### config.mk
export PLATFORM = sky130hd
export DESIGN_NAME = spi_adc_responder
export DESIGN_NICKNAME = d
export VERILOG_FILES = /design/src/rtl/spi_rsp_pkg.sv /design/src/rtl/spi_rsp_sync_edge.sv /design/src/rtl/spi_adc_responder.sv
export SDC_FILE = /design/constraint.sdc
export NUM_CORES = 1
export LEC_CHECK = 0
export BUFFER_PORTS_ARGS = -buffer_cell sky130_fd_sc_hd__buf_2
export CAP_MARGIN = 40
export CORE_ASPECT_RATIO = 1.75
export CORE_MARGIN = 2
export CORE_UTILIZATION = 44
export CTS_CLUSTER_SIZE = 25
export DETAILED_ROUTE_END_ITERATION = 8
export PLACE_DENSITY_LB_ADDON = 0.12
export RECOVER_POWER = 100
export SLEW_MARGIN = 20
export SYNTH_ARGS = -nofsm -noshare
export SYNTH_HDL_FRONTEND = slang
export SYNTH_SLANG_ARGS = --single-unit
export TNS_END_PERCENT = 5
### constraint.sdc
create_clock -name clk -period 1.8 [get_ports clk]
set_clock_uncertainty 0.05 [all_clocks]
set_input_delay 0.18 -clock clk [delete_from_list [all_inputs] [get_ports clk]]
set_output_delay 0.18 -clock clk [all_outputs]
set_load 0.1 [all_outputs]
### src/rtl/spi_rsp_pkg.sv
// Shared types and defaults for the SPI ADC responder.
package spi_rsp_pkg;

    typedef enum logic [1:0] {
        IDLE  = 2'd0,
        LOAD  = 2'd1,
        SHIFT = 2'd2,
        DONE  = 2'd3
    } state_e;

    localparam int unsigned DEF_DATA_W      = 12;
    localparam int unsigned DEF_FRAME_BITS  = 16;
    localparam int unsigned DEF_LEAD_ZEROS  = 3;
    localparam int unsigned DEF_SYNC_STAGES = 2;

    // Width needed to count 0..n inclusive
    function automatic int unsigned cnt_width(input int unsigned n);
        return $clog2(n + 1);
    endfunction

endpackage

### src/rtl/spi_rsp_sync_edge.sv
// Multi-flop synchroniser for an asynchronous input with rise/fall strobes.
// The chain has no reset so it keeps tracking the pin while rst_n is low and no false edge appears at reset exit.
module spi_rsp_sync_edge #(
    parameter int unsigned STAGES = 2
) (
    input  logic clk,
    input  logic din,
    output logic rise_c,
    output logic fall_c
);

    logic [STAGES-1:0] sync_q;
    logic              prev_q;
    logic              level;

    always_ff @(posedge clk) begin
        sync_q <= {sync_q[STAGES-2:0], din};
        prev_q <= sync_q[STAGES-1];
    end

    assign level  = sync_q[STAGES-1];
    assign rise_c = level & ~prev_q;
    assign fall_c = ~level & prev_q;

endmodule

### src/rtl/spi_adc_responder.sv
// SPI mode-0 responder emulating a 12-bit serial ADC: latches a fabric sample and shifts it out on MISO.
// Optional MOSI capture is enabled with `define SPI_RSP_MOSI_CAPTURE_EN.
module spi_adc_responder
    import spi_rsp_pkg::*;
#(
    parameter int unsigned DATA_W      = DEF_DATA_W,
    parameter int unsigned FRAME_BITS  = DEF_FRAME_BITS,
    parameter int unsigned LEAD_ZEROS  = DEF_LEAD_ZEROS,
    parameter int unsigned SYNC_STAGES = DEF_SYNC_STAGES
) (
    input  logic                  clk,
    input  logic                  rst_n,
    input  logic                  sck,
    input  logic                  cs_n,
    input  logic                  mosi,
    output logic                  miso,
    output logic                  miso_oe,
    input  logic [DATA_W-1:0]     sample_data,
    input  logic                  sample_valid,
    output logic                  sample_ready,
    output logic                  frame_done,
    output logic                  frame_abort,
    output logic                  underrun,
    output logic [FRAME_BITS-1:0] rx_data,
    output logic                  rx_valid
);

    localparam int unsigned TRAIL_BITS = FRAME_BITS - LEAD_ZEROS - DATA_W;
    localparam int unsigned CNT_W      = cnt_width(FRAME_BITS);

    if (LEAD_ZEROS + DATA_W > FRAME_BITS) begin : g_bad_frame
        $error("spi_adc_responder: LEAD_ZEROS + DATA_W exceeds FRAME_BITS");
    end
    if (SYNC_STAGES < 2) begin : g_bad_sync
        $error("spi_adc_responder: SYNC_STAGES must be at least 2");
    end

    state_e                  state;
    logic [FRAME_BITS-2:0]   shreg;
    logic [CNT_W-1:0]        bit_cnt;
    logic [DATA_W-1:0]       hold;
    logic                    hold_valid;
    logic [DATA_W-1:0]       last_sent;
    logic [DATA_W-1:0]       load_src;
    logic [FRAME_BITS-1:0]   frame_word;
    logic                    accept;
    logic                    sck_rise;
    logic                    sck_fall;
    logic                    cs_rise;
    logic                    cs_fall;

    spi_rsp_sync_edge #(.STAGES(SYNC_STAGES)) u_sck_sync (
        .clk    (clk),
        .din    (sck),
        .rise_c (sck_rise),
        .fall_c (sck_fall)
    );

    spi_rsp_sync_edge #(.STAGES(SYNC_STAGES)) u_cs_sync (
        .clk    (clk),
        .din    (cs_n),
        .rise_c (cs_rise),
        .fall_c (cs_fall)
    );

    assign sample_ready = !hold_valid || (state == LOAD);
    assign accept       = sample_valid && sample_ready;
    assign miso_oe      = (state != IDLE);
    assign load_src     = hold_valid ? hold : last_sent;
    assign frame_word   = FRAME_BITS'(load_src) << TRAIL_BITS;

    // Frame sequencer; shreg holds the bits still to follow the one on miso
    always_ff @(posedge clk) begin
        if (!rst_n) begin
            state       <= IDLE;
            miso        <= 1'b0;
            shreg       <= '0;
            bit_cnt     <= '0;
            hold        <= '0;
            hold_valid  <= 1'b0;
            last_sent   <= '0;
            frame_done  <= 1'b0;
            frame_abort <= 1'b0;
            underrun    <= 1'b0;
        end else begin
            frame_done  <= 1'b0;
            frame_abort <= 1'b0;
            underrun    <= 1'b0;

            if (accept && state != LOAD) begin
                hold       <= sample_data;
                hold_valid <= 1'b1;
            end

            case (state)
                IDLE: begin
                    miso    <= 1'b0;
                    bit_cnt <= '0;
                    if (cs_fall) begin
                        state <= LOAD;
                    end
                end
                LOAD: begin
                    // Frame uses the sample held now; a same-cycle accept refills hold for the next frame
                    shreg      <= frame_word[FRAME_BITS-2:0];
                    bit_cnt    <= '0;
                    hold_valid <= accept;
                    if (accept) begin
                        hold <= sample_data;
                    end
                    if (hold_valid) begin
                        last_sent <= hold;
                    end else begin
                        underrun <= 1'b1;
                    end
                    if (cs_rise) begin
                        frame_abort <= 1'b1;
                        miso        <= 1'b0;
                        state       <= IDLE;
                    end else begin
                        miso  <= frame_word[FRAME_BITS-1];
                        state <= SHIFT;
                    end
                end
                SHIFT: begin
                    if (cs_rise) begin
                        frame_abort <= 1'b1;
                        miso        <= 1'b0;
                        state       <= IDLE;
                    end else if (sck_rise) begin
                        bit_cnt <= bit_cnt + CNT_W'(1);
                        if (bit_cnt == CNT_W'(FRAME_BITS - 1)) begin
                            frame_done <= 1'b1;
                            miso       <= 1'b0;
                            state      <= DONE;
                        end
                    end else if (sck_fall) begin
                        miso  <= shreg[FRAME_BITS-2];
                        shreg <= {shreg[FRAME_BITS-3:0], 1'b0};
                    end
                end
                DONE: begin
                    miso <= 1'b0;
                    if (cs_rise) begin
                        state <= IDLE;
                    end
                end
                default: begin
                    miso  <= 1'b0;
                    state <= IDLE;
                end
            endcase
        end
    end

`ifdef SPI_RSP_MOSI_CAPTURE_EN
    logic [SYNC_STAGES-1:0] mosi_q;
    logic                   mosi_s;
    logic [FRAME_BITS-2:0]  rx_shreg;

    // Same depth as the sck chain so mosi_s lines up with sck_rise
    always_ff @(posedge clk) begin
        mosi_q <= {mosi_q[SYNC_STAGES-2:0], mosi};
    end
    assign mosi_s = mosi_q[SYNC_STAGES-1];

    always_ff @(posedge clk) begin
        if (!rst_n) begin
            rx_shreg <= '0;
            rx_data  <= '0;
            rx_valid <= 1'b0;
        end else begin
            rx_valid <= 1'b0;
            if (state == SHIFT && !cs_rise && sck_rise) begin
                rx_shreg <= {rx_shreg[FRAME_BITS-3:0], mosi_s};
                if (bit_cnt == CNT_W'(FRAME_BITS - 1)) begin
                    rx_data  <= {rx_shreg, mosi_s};
                    rx_valid <= 1'b1;
                end
            end
        end
    end
`else
    logic unused_mosi;
    assign unused_mosi = mosi;
    assign rx_data     = '0;
    assign rx_valid    = 1'b0;
`endif

endmodule

**After elaboration in Yosys (flattened, before gate mapping)**

Index checks and enable logic that the tools add are counted.

- Add/sub/neg operators: 1
- Equal/unequal tests: 15
- Mux-type cells: 28
- Bitwise gates (word level): 11
- Reduce and logical (&&, ||, !) cells: 19

Operator list:

| cell | number |
|---|---|
| 2-to-1 mux 12 bit | 4 |
| 2-to-1 mux 15 bit | 3 |
| one-hot mux 15 bit (2 select lines) | 1 |
| 2-to-1 mux 2 bit | 6 |
| != test 2 bit, second input constant | 6 |
| 2-to-1 mux 5 bit | 2 |
| one-hot mux 5 bit (2 select lines) | 1 |
| 2-to-1 mux 1 bit | 9 |
| != test 4 bit, second input constant | 2 |
| one-hot mux 2 bit (4 select lines) | 1 |
| AND reduction 4 bit | 2 |
| nonzero test 2 bit | 4 |
| NOT 1 bit | 7 |
| != test 3 bit, second input constant | 2 |
| AND reduction 2 bit | 3 |
| adder 5 x 1 -> 5 bit, second input constant | 1 |
| == test 5 x 4 -> 1 bit, second input constant | 1 |
| AND 1 bit | 4 |
| == test 2 bit, second input constant | 2 |
| OR reduction 2 bit | 2 |
| OR reduction 4 bit | 1 |
| AND reduction 3 bit | 1 |
| OR reduction 3 bit | 1 |
| == test 2 x 1 -> 1 bit, second input constant | 1 |
| 6 further kinds | 7 |

- Flip-flop bits (word level): 57
- Bits of input ports: 18
- Output and inout bits: 23
- Word-level logic and storage cells: 88

**Logic depth before layout (Yosys ltp)**

Gate-level depths: netlist (run 1).

- Depth after elaboration: 7
- Depth in mapped cells: 8
- Gate-level depth less buffers: 6

**By module**

From an unflattened synthesis (run 1), not the netlist that was laid out.

- Cell total of the unflattened synthesis: 279
- Area, all modules: 2536.2 sq um

By module, submodules not included:

| module | times used | cells each | area an instance (sq um) | seq. area each (sq um) |
|---|---|---|---|---|
| spi_adc_responder | 1 | 269 | 2386.0 | 1001.0 |
| spi_rsp_sync_edge | 2 | 5 | 75.1 | 60.1 |

**Worst setup path before layout (run 1)**

OpenSTA, ideal clock, no wires.

- Path kind: register to register
- Start: register state[1]
- End: register hold[3]
- Library setup time: 70 ps
- Data arrival time: 1678 ps
- Required time: 1680 ps
- Setup slack: 2 ps
- Stages on the path, launching flop included: 8
- Buffers on the path: 2
- Clock period less this slack: 1798 ps
- Cell sequence: dfxtp_1 inv_1 ha_1 buf_2 nand2b_1 buf_2 nand3_1 a21oi_1

- Word-level cells in the longest chain between the ends: 7
- Elaborated cells between the ends (all ways): 8
- Those cells by class: eq/ne (2); mux (3); reduce/logical (3)

RTL lines:

| item | line | source |
|---|---|---|
| start, declared | spi_adc_responder.sv:38 | `state_e state;` |
| start signal, assigned | spi_adc_responder.sv:75 | `state <= IDLE;` |
| start signal, assigned | spi_adc_responder.sv:100 | `state <= LOAD;` |
| start signal, assigned | spi_adc_responder.sv:119 | `state <= IDLE;` |
| == test 2 x 1 -> 1 bit (*) | spi_adc_responder.sv:66 | `assign sample_ready = !hold_valid \|\| (state == LOAD);` |
| logical OR 1 bit (*) | spi_adc_responder.sv:66 |  |
| named net sample_ready | spi_adc_responder.sv:20 | `output logic sample_ready,` |
| logical AND 1 bit (*) | spi_adc_responder.sv:67 | `assign accept = sample_valid && sample_ready;` |
| logical AND 1 bit | spi_adc_responder.sv:90 | `if (accept && state != LOAD) begin` |
| 2-to-1 mux 12 bit | spi_adc_responder.sv:90 |  |
| 2-to-1 mux 12 bit | spi_adc_responder.sv:108 | `if (accept) begin` |
| 2-to-1 mux 12 bit (*) | spi_adc_responder.sv:95 | `case (state)` |
| end signal, assigned | spi_adc_responder.sv:91 | `hold <= sample_data;` |
| end signal, assigned | spi_adc_responder.sv:109 | `hold <= sample_data;` |
| end, declared | spi_adc_responder.sv:41 | `logic [DATA_W-1:0] hold;` |

Mark *: on every way through the listed nets, which the timed path passes. The rest lies on a longest branch.
A chain may end at the register's enable or synchronous reset.

**Worst setup path in the final report (run 1)**

- Start: register state[1]
- End: output port sample_ready

- Word-level cells in the longest chain between the ends: 2

RTL lines:

| item | line |
|---|---|
| == test 2 x 1 -> 1 bit | spi_adc_responder.sv:66 |
| logical OR 1 bit | spi_adc_responder.sv:66 |
| end, declared | spi_adc_responder.sv:20 |

No other way between the ends.

==> results.yml, run 1 <==
route:
  ant_nets: 0
  drtPass1Iterations: 4
  drc: 0
  num_vias: 1970
  via_per_inst: 5.03
  wl_per_cell_um: 12.5
  drt_iter0_drc: 64
  drt-total-wl_um: 4900
synthesis:
  yosysMostFrequentCell: "dfxtp_1"
  async_flop_share: 0
  yosysWarningCount: 0
  netlist_area_um2: 2570
  syn-mean-instance-area_um2: 8.64
  synthTopCellsByCount: "56 x dfxtp_1, 32 x nand2_1, 27 x a21oi_1, 27 x nand3_1, 23 x o21ai_0"
  synth_top_area_cell: "dfxtp_1"
  yosysSeqAreaShare: 0.437
  ys_types: 41
  syn_inst: 297
  yosysTopAreaCellShare: 0.437
  ys_top_cells_by_area: "dfxtp_1 44%, mux2i_1 6.2%, buf_4 5.6%"
  yosys_register_bits: 56
  synthFlopType: "dfxtp_1"
  synth_edf_count: 0
grt:
  grt.total_usage: 0.165
  grt_max_degree: 40
  antenna_found_initial: 0
  overflow: 0
  grt_pass1_wl_um: 8370
  grt_pass1_vias: 1867
setup_path:
  cp_data_required_time_ps: 1570
  worst_path_largest_cell_delay_ps: 360
  cp-end-kind: "output port"
  cp-start-kind: "register"
  setup.worst_path.class: "reg -> out"
  crit_chain: "inv_1 -> ha_2 -> nand2b_1 -> buf_6 -> buf_12"
  arrival_ps: 1520
  slowest_stage: "dfxtp_2"
  critPathTopFamily: "buffers and inverters"
  path_buf_inv: 3
  cp_max_fo: 14
timing:
  min_period_over_period: 0.974
  fmax_mhz: 571
  post-route-min-period_ps: 1750
  tightest_slew_ps: 540
  relSlewSlack: 0.642
  finalSetupViolCount: 0
  setup_ws_ps: 47.2
  final_max_slew_viol_count: 0
  hold_viol: 0
  grt_setup_unrepaired: "yes"
run_status:
  status: "completed"
placed_design:
  pre_cts_slack_ps: 54.1
  gp_congestion: 0.812
  io_buffer_count: 22
  hpwl_um: 3480
  post_dp_cell_area_um2: 2700
  place_inst: 382
layout:
  antennaDiodeCount: 0
  nNetsFinal: 343
  stdcell_count: 392
  stdcell_area_um2: 2850
  final_util: 0.509
  fillers: 576
  drive_above_1_share: 0.155
  syn_to_final_growth_pct: 10.8
pwr:
  worst_ir_drop_vdd_uv: 403
  p_leak_uw: 0.00113
  power.total_uw: 2850
  powerDensity_nw_per_um2: 1000
cts:
  cts_buffers: 5
  insertion_delay_ps: 300
  h-tree-depth: 2
  cts.sinks: 56
  clk_pin_slew_ps: 100
  cts_tree: "yes"
  cts_setup_buffers: 0
  cts.path.max_buffers: 2
  root_buffer: "clkbuf_8"
die:
  io-pin-count: 41
  rows: 36
  core-area_um2: 5590
  fp.dieArea_um2: 6490
  die_w_um: 61.7
  die_y_um: 105
  start_util: 0.460
hold_path:
  min_path_type: "in -> reg"
run:
  maxCapViolCount: 0
==> cell type report <==
cell class	instances	area (µm²)	area share
clock buffers	6	82.6	0.0290
clock inverters	2	38.8	0.0136
inverters	9	33.8	0.0119
multi-input cells	210	1240	0.437
flip-flops and latches	56	1120	0.394
well taps	76	95.1	0.0334
repair buffers	33	229	0.0805
==> cells by family after synthesis <==
logic type,count (synthesis),share of synthesized area
AOI/OAI and AO/OA,72,0.169
buffers and inverters,47,0.103
DFF,56,0.437
xor gates and xnor gates,1,0.00341
adders and majority gates,10,0.0487
and+or+nand+nor,93,0.171
muxes,17,0.0668
other,1,0.00146
==> report_power, final <==
part	switching, µW	internal (µW)	total (µW)	leakage [µW]
clock	412	456	868	0.0000614
sequential	41.4	1320	1360	0.000459
combinational	452	169	621	0.000611
==> flip-flops by register name, indices dropped and copies added, names as in the netlist, 2 cells and up <==
signal             cells
state                  2
bit_cnt                5
shreg                 14
u_sck_sync.sync_q      2
last_sent             12
hold                  12
u_cs_sync.sync_q       2
==> worst paths after layout <==
check | startpoint | end | slack [ps] | cells after the start
worst min register to register | u_cs_sync.sync_q[0] | u_cs_sync.sync_q[1] | 280 | 0
worst max-delay path | state[1] | sample_ready | 50 | 5
worst max register to register | state[0] | bit_cnt[3] | 80 | 5
worst min-delay path | sample_data[3] | hold[3] | 60 | 3
==> cells in the final DEF (no fill, tap or decap), types with 2 or more instances in the layout <==
cell	instances
conb_1	17
dfxtp_1	55
inv_1	8
and2_1	2
a21oi_1	27
nor2_1	17
nor3b_1	2
clkbuf_2	5
dlygate4sd3_1	2
mux2i_1	16
buf_4	6
nand3_1	27
buf_12	2
and3_1	2
o21ai_0	24
nand2b_1	2
clkbuf_8	6
ha_1	8
nand2_1	32
a211oi_1	12
buf_2	16
ha_2	2
==> per-stage QoR <==
step	setup TNS, ps	hold slack, ps
6_report	0	58.7
5_1_grt	-272	55.4
4_1_cts	0	49.5
3_5_place_dp	0	234
3_3_place_gp	0	233
2_1_floorplan	0	158
==> worst register-to-register path: stages (launching register included) <==
cell	delay, ps
dfxtp_1	340
inv_1	150
ha_1	340
nand3_1	250
or3_1	400
a21oi_1	130
==> routing by layer <==
| metal | global-route usage | share of wire | up-vias |
|---|---|---|---|
| met2 | 0.284 | 0.54 | 27 |
| met1 | 0.199 | 0.43 | 915 |
| met5 | 0 | 0 | - |
| met3 | 0.0297 | 0.023 | 4 |
| li1 | - | - | 1024 |
| met4 | 0.0532 | 0.0090 | 0 |
==> repair_timing <==
item | CTS | global route
gates resized for setup | 3 | 3
endpoints found under the hold margin | 2 | 0
setup endpoints to repair | 2 | 16
hold buffers | 2 | 0
(Power assumes the default switching activity.)
==> inputs of run 2 (changes only) <==
- CORE_ASPECT_RATIO: 1.75 -> 0.75
- CORE_MARGIN: 2 -> 1.5
==> run 2 against run 1 <==
Net effect:
- utilization rose by 0.35 points
- clock power is 18% lower
- final cell count shrank 0.26%
- wire length grew 1.3%
- via count grew 2.1%
- worst setup slack worse by 3.9 ps
- clock-buffer cell count grew 2
- fmax decreased by 0.22%
- sequential power is essentially flat
- critical path type unchanged
- critical endpoint unchanged
==> results.yml, run 2 (synthesis gave the netlist of run 1 again) <==
cts:
  cts.sinks: 56
  insertion_delay_ps: 310
  cts_tree: "yes"
  root_buffer: "clkbuf_8"
  cts_buffers: 5
  cts_setup_buffers: 0
  clk_pin_slew_ps: 90
  h-tree-depth: 2
  cts.path.max_buffers: 2
layout:
  fillers: 552
  largestRegisters: "shreg: 14 flops, hold: 12 flops, last_sent: 12 flops"
  syn_to_final_growth_pct: 9.80
  antennaDiodeCount: 0
  final_common_cell: "dfxtp_1"
  final_cell_mix: "55 x dfxtp_1, 32 x nand2_1, 27 x a21oi_1"
  regMostFlops: "shreg"
  drive_above_1_share: 0.149
  largest_register_ffs: 14
  nNetsFinal: 343
  final_util: 0.513
timing:
  final_max_slew_viol_count: 0
  tightest_slew_ps: 538
  min_period_over_period: 0.976
  grt_setup_unrepaired: "yes"
  post-route-min-period_ps: 1760
  fmax_mhz: 569
  finalSetupViolCount: 0
  hold_viol: 0
  holdWs_ps: 64.5
  relSlewSlack: 0.643
die:
  fp.dieArea_um2: 6310
  die_w_um: 91.2
  die_y_um: 69.2
  io-pin-count: 41
  rows: 23
  core-area_um2: 5500
  start_util: 0.467
grt:
  grt_pass1_wl_um: 8470
  overflow: 0
  grt_max_degree: 45
  antenna_found_initial: 0
  grt_pass1_vias: 1808
  grt.total_usage: 0.166
route:
  drc: 0
  drt_iter0_drc: 101
  num_vias: 2011
  drtPass1Iterations: 4
  ant_nets: 0
  via_per_inst: 5.14
  wl_per_cell_um: 12.7
  drt-total-wl_um: 4970
pwr:
  switching_share: 0.331
  combPwrFrac: 0.232
  switching_power_uw: 893
  worst_ir_drop_vdd_uv: 430
  clock_power_share: 0.262
  powerDensity_nw_per_um2: 958
  p_seq_frac: 0.505
  p_leak_uw: 0.00111
  intPower_uw: 1810
placed_design:
  hpwl_um: 3430
  io_buffer_count: 22
  gp_congestion: 0.822
hold_path:
  min_path_type: "in -> reg"
setup_path:
  cp_max_fo: 14
  arrival_ps: 1530
  cp_data_required_time_ps: 1570
  setup.worst_path.class: "reg -> out"
  cp-end-kind: "output port"
  cp-start-kind: "register"
run_status:
  status: "completed"
run:
  maxCapViolCount: 0
run 2: area by class of cell:
| type | count | area, µm² | share of cell area |
|---|---|---|---|
| flip-flops and latches | 56 | 1120 | 0.398 |
| clock buffers | 8 | 90.1 | 0.0320 |
| inverters | 9 | 33.8 | 0.0120 |
| well taps | 75 | 93.8 | 0.0333 |
| repair buffers | 33 | 231 | 0.0821 |
| multi-input cells | 210 | 1250 | 0.443 |
run 2: path summary, 6_finish.rpt:
| path | from | endpoint | slack [ps] | depth (start not counted) |
|---|---|---|---|---|
| worst max-delay path | state[1] | sample_ready | 40 | 5 |
| worst min-delay path | sample_data[2] | hold[2] | 60 | 3 |
| worst max register to register | state[0] | state[0] | 70 | 6 |
| worst min register to register | u_sck_sync.sync_q[0] | u_sck_sync.sync_q[1] | 280 | 0 |
run 2: stage by stage:
step | cells | TNS (ps) | power [µW] | instance area, µm² | setup slack, ps
finish | 391 | 0 | 2700 | 2820 | 43.3
floorplan | 313 | 0 | 1920 | 2630 | 1.86
global route | 391 | -58.6 | 2830 | 2820 | -29.1
detailed placement | 381 | -34.8 | 2010 | 2700 | -34.8
global placement | 381 | 0 | 2000 | 2700 | 46.3
CTS | 391 | 0 | 2710 | 2810 | 2.60
run 2: power groups by stage:
stage | Combinational (µW) | Sequential (µW) | Clock, µW
after floorplan | 521 | 1400 | 0
after global placement | 610 | 1390 | 0
after detailed placement | 618 | 1390 | 0
after CTS | 625 | 1360 | 725
after global routing | 683 | 1370 | 771
final | 628 | 1360 | 708
run 2: critical path, cell delays in order, from the launching register on:
cell      delay (ps)
dfxtp_2          360
inv_1            100
ha_2             240
nand2b_1         150
buf_6            170
buf_12           180
run 2: repair_timing:
item                                   4_1_cts  5_1_grt
gates resized for setup                      3        3
hold buffers                                 2        0
endpoints found under the hold margin        2        0
setup endpoints to repair                    3        4
run 2: layer usage:
metal / vias up / global-route usage / part of all wire
li1: 1025 / - / -
met1: 947 / 0.237 / 0.52
met2: 33 / 0.243 / 0.44
met3: 6 / 0.0364 / 0.030
met4: 0 / 0.0625 / 0.0085
met5: - / 0 / 0
==> inputs of run 3 (changes only) <==
- clock period: 1.8 -> 1.49 ns (I/O delays scaled with it)
==> run 3 against run 2 <==
Net effect:
- the flow now finishes with violations (setup timing)
- critical path type unchanged
- total power increased by 33%
- first-iteration DRC count decreased by 39%
- flip-flop and latch count is the same
- utilization grew 6.9 points
- highest routed layer unchanged
- clock-buffer cell count fell by 3
- combinational power rose by 49%
- sequential power increased by 21%
- register-to-register slack lost 130 ps
- global-route usage down 0.35 points
- clock power grew 40%
- critical endpoint unchanged
- non-clock buffer count rose by 22
==> results.yml, run 3 (synthesis gave the netlist of run 1 again) <==
setup_path:
  ff2ff_setup_slack_ps: -60
  cp-end-kind: "output port"
  worst_path_largest_cell_delay_ps: 360
  cp-start-kind: "register"
  cp_data_required_time_ps: 1290
  cp_max_fo: 3
  setup.worst_path.class: "reg -> out"
  critPathTopFamily: "buffers and inverters"
  arrival_ps: 1370
  crit_chain: "buf_4 -> ha_4 -> nand2b_4 -> buf_8 -> buf_12"
  worstRegToRegCells: 6
  path_buf_inv: 3
  path_depth: 5
  slowest_stage: "dfxtp_4"
cts:
  cts_tree: "yes"
  cts.path.max_buffers: 2
  insertion_delay_ps: 310
  clk_pin_slew_ps: 100
  h-tree-depth: 2
  cts_buffers: 5
  root_buffer: "clkbuf_8"
  cts.sinks: 56
timing:
  fmax_mhz: 636
  tns_ps: -182
  setup_ws_ps: -83.5
  final_max_slew_viol_count: 0
  post-route-min-period_ps: 1570
  hold_viol: 0
  min_period_over_period: 1.06
  holdWs_ps: 26.8
  grt_setup_unrepaired: "yes"
  finalSetupViolCount: 3
route:
  drc: 0
  drt-total-wl_um: 4960
  wl_per_cell_um: 12.0
  ant_nets: 0
  via_per_inst: 4.96
  num_vias: 2048
  drt_iter0_drc: 62
  drtPass1Iterations: 4
die:
  rows: 23
  io-pin-count: 41
  die_w_um: 91.2
  die_y_um: 69.2
  start_util: 0.467
  core-area_um2: 5500
  fp.dieArea_um2: 6310
placed_design:
  gp_congestion: 0.758
  pre_cts_slack_ps: -100
  hpwl_um: 3470
  io_buffer_count: 22
grt:
  antenna_found_initial: 0
  grt.total_usage: 0.163
  grt_pass1_wl_um: 8390
  grt_pass1_vias: 1767
  overflow: 0
  grt_max_degree: 26
run:
  maxCapViolCount: 0
hold_path:
  hold-path-cell-count: 3
  min_path_type: "in -> reg"
layout:
  final_util: 0.582
  nNetsFinal: 365
  final_cell_mix: "52 x dfxtp_1, 32 x nand2_1, 27 x a21oi_1"
  regMostFlops: "shreg"
  largestRegisters: "shreg: 14 flops, hold: 12 flops, last_sent: 12 flops"
  drive_above_1_share: 0.260
  largest_register_ffs: 14
  final_common_cell: "dfxtp_1"
  antennaDiodeCount: 0
  syn_to_final_growth_pct: 24.5
run_status:
  violations: "setup timing"
  status: "complete, but fails checks"
pwr:
  p_leak_uw: 0.00127
  power.total_uw: 3580
  powerDensity_nw_per_um2: 1120
  worst_ir_drop_vdd_uv: 699
run 3: cell types whose count changed in the layout (fill, tap and decap cells not counted), sizes merged:
cell | previous run | this run
bufinv | 0 | 1
buf | 26 | 53
clkinvlp | 0 | 1
clkinv | 0 | 1
clkbuf | 13 | 5
run 3: routing by layer:
layer / global-route usage / wire length [µm] / up-vias
met4: 0.0417 / 32 / 0
met5: 0 / 0 / -
met1: 0.241 / 2520 / 928
met2: 0.239 / 2190 / 42
li1: - / - / 1074
met3: 0.0331 / 214 / 4
run 3: layout make-up:
cell class,instances,area [µm²]
Clock buffer,5,68.8
Clock inverter,3,42.5
Fill cell,487,2300
Inverter,9,41.3
Multi-Input combinational cell,210,1360
Sequential cell,56,1130
Tap cell,75,93.8
Timing Repair Buffer,55,458
run 3: tightest hold or removal path, cell delays in order:
cell,delay (ps)
buf_2,90
nand3_1,50
a21oi_1,50
run 3: path summary, 6_finish.rpt:
path,startpoint,end
worst min register to register,u_sck_sync.sync_q[0],u_sck_sync.sync_q[1]
worst max register to register,state[1],state[0]
worst max-delay path,state[0],sample_ready
worst min-delay path,sample_data[8],hold[8]
run 3: power by group:
group	total [µW]	internal, µW	leakage [µW]	switching, µW
Clock	994	498	0.0000541	495
Combinational	936	337	0.000757	600
Sequential	1650	1600	0.000461	51.7
Total	3580	2430	0.00127	1150
run 3: what timing repair did:
item                                   CTS  global route
endpoints found under the hold margin    2             0
hold buffers                             2             0
pin swaps                                4             3
gates resized for setup                 23            15
buffers inserted                         4             3
cloned                                   0             0
setup endpoints to repair               10            26
run 3: per-stage QoR:
| stage | instance area (µm²) | cells |
|---|---|---|
| detailed placement | 2870 | 396 |
| finish | 3200 | 413 |
| global route | 3200 | 413 |
| floorplan | 2650 | 313 |
| global placement | 2870 | 396 |
| CTS | 3120 | 410 |
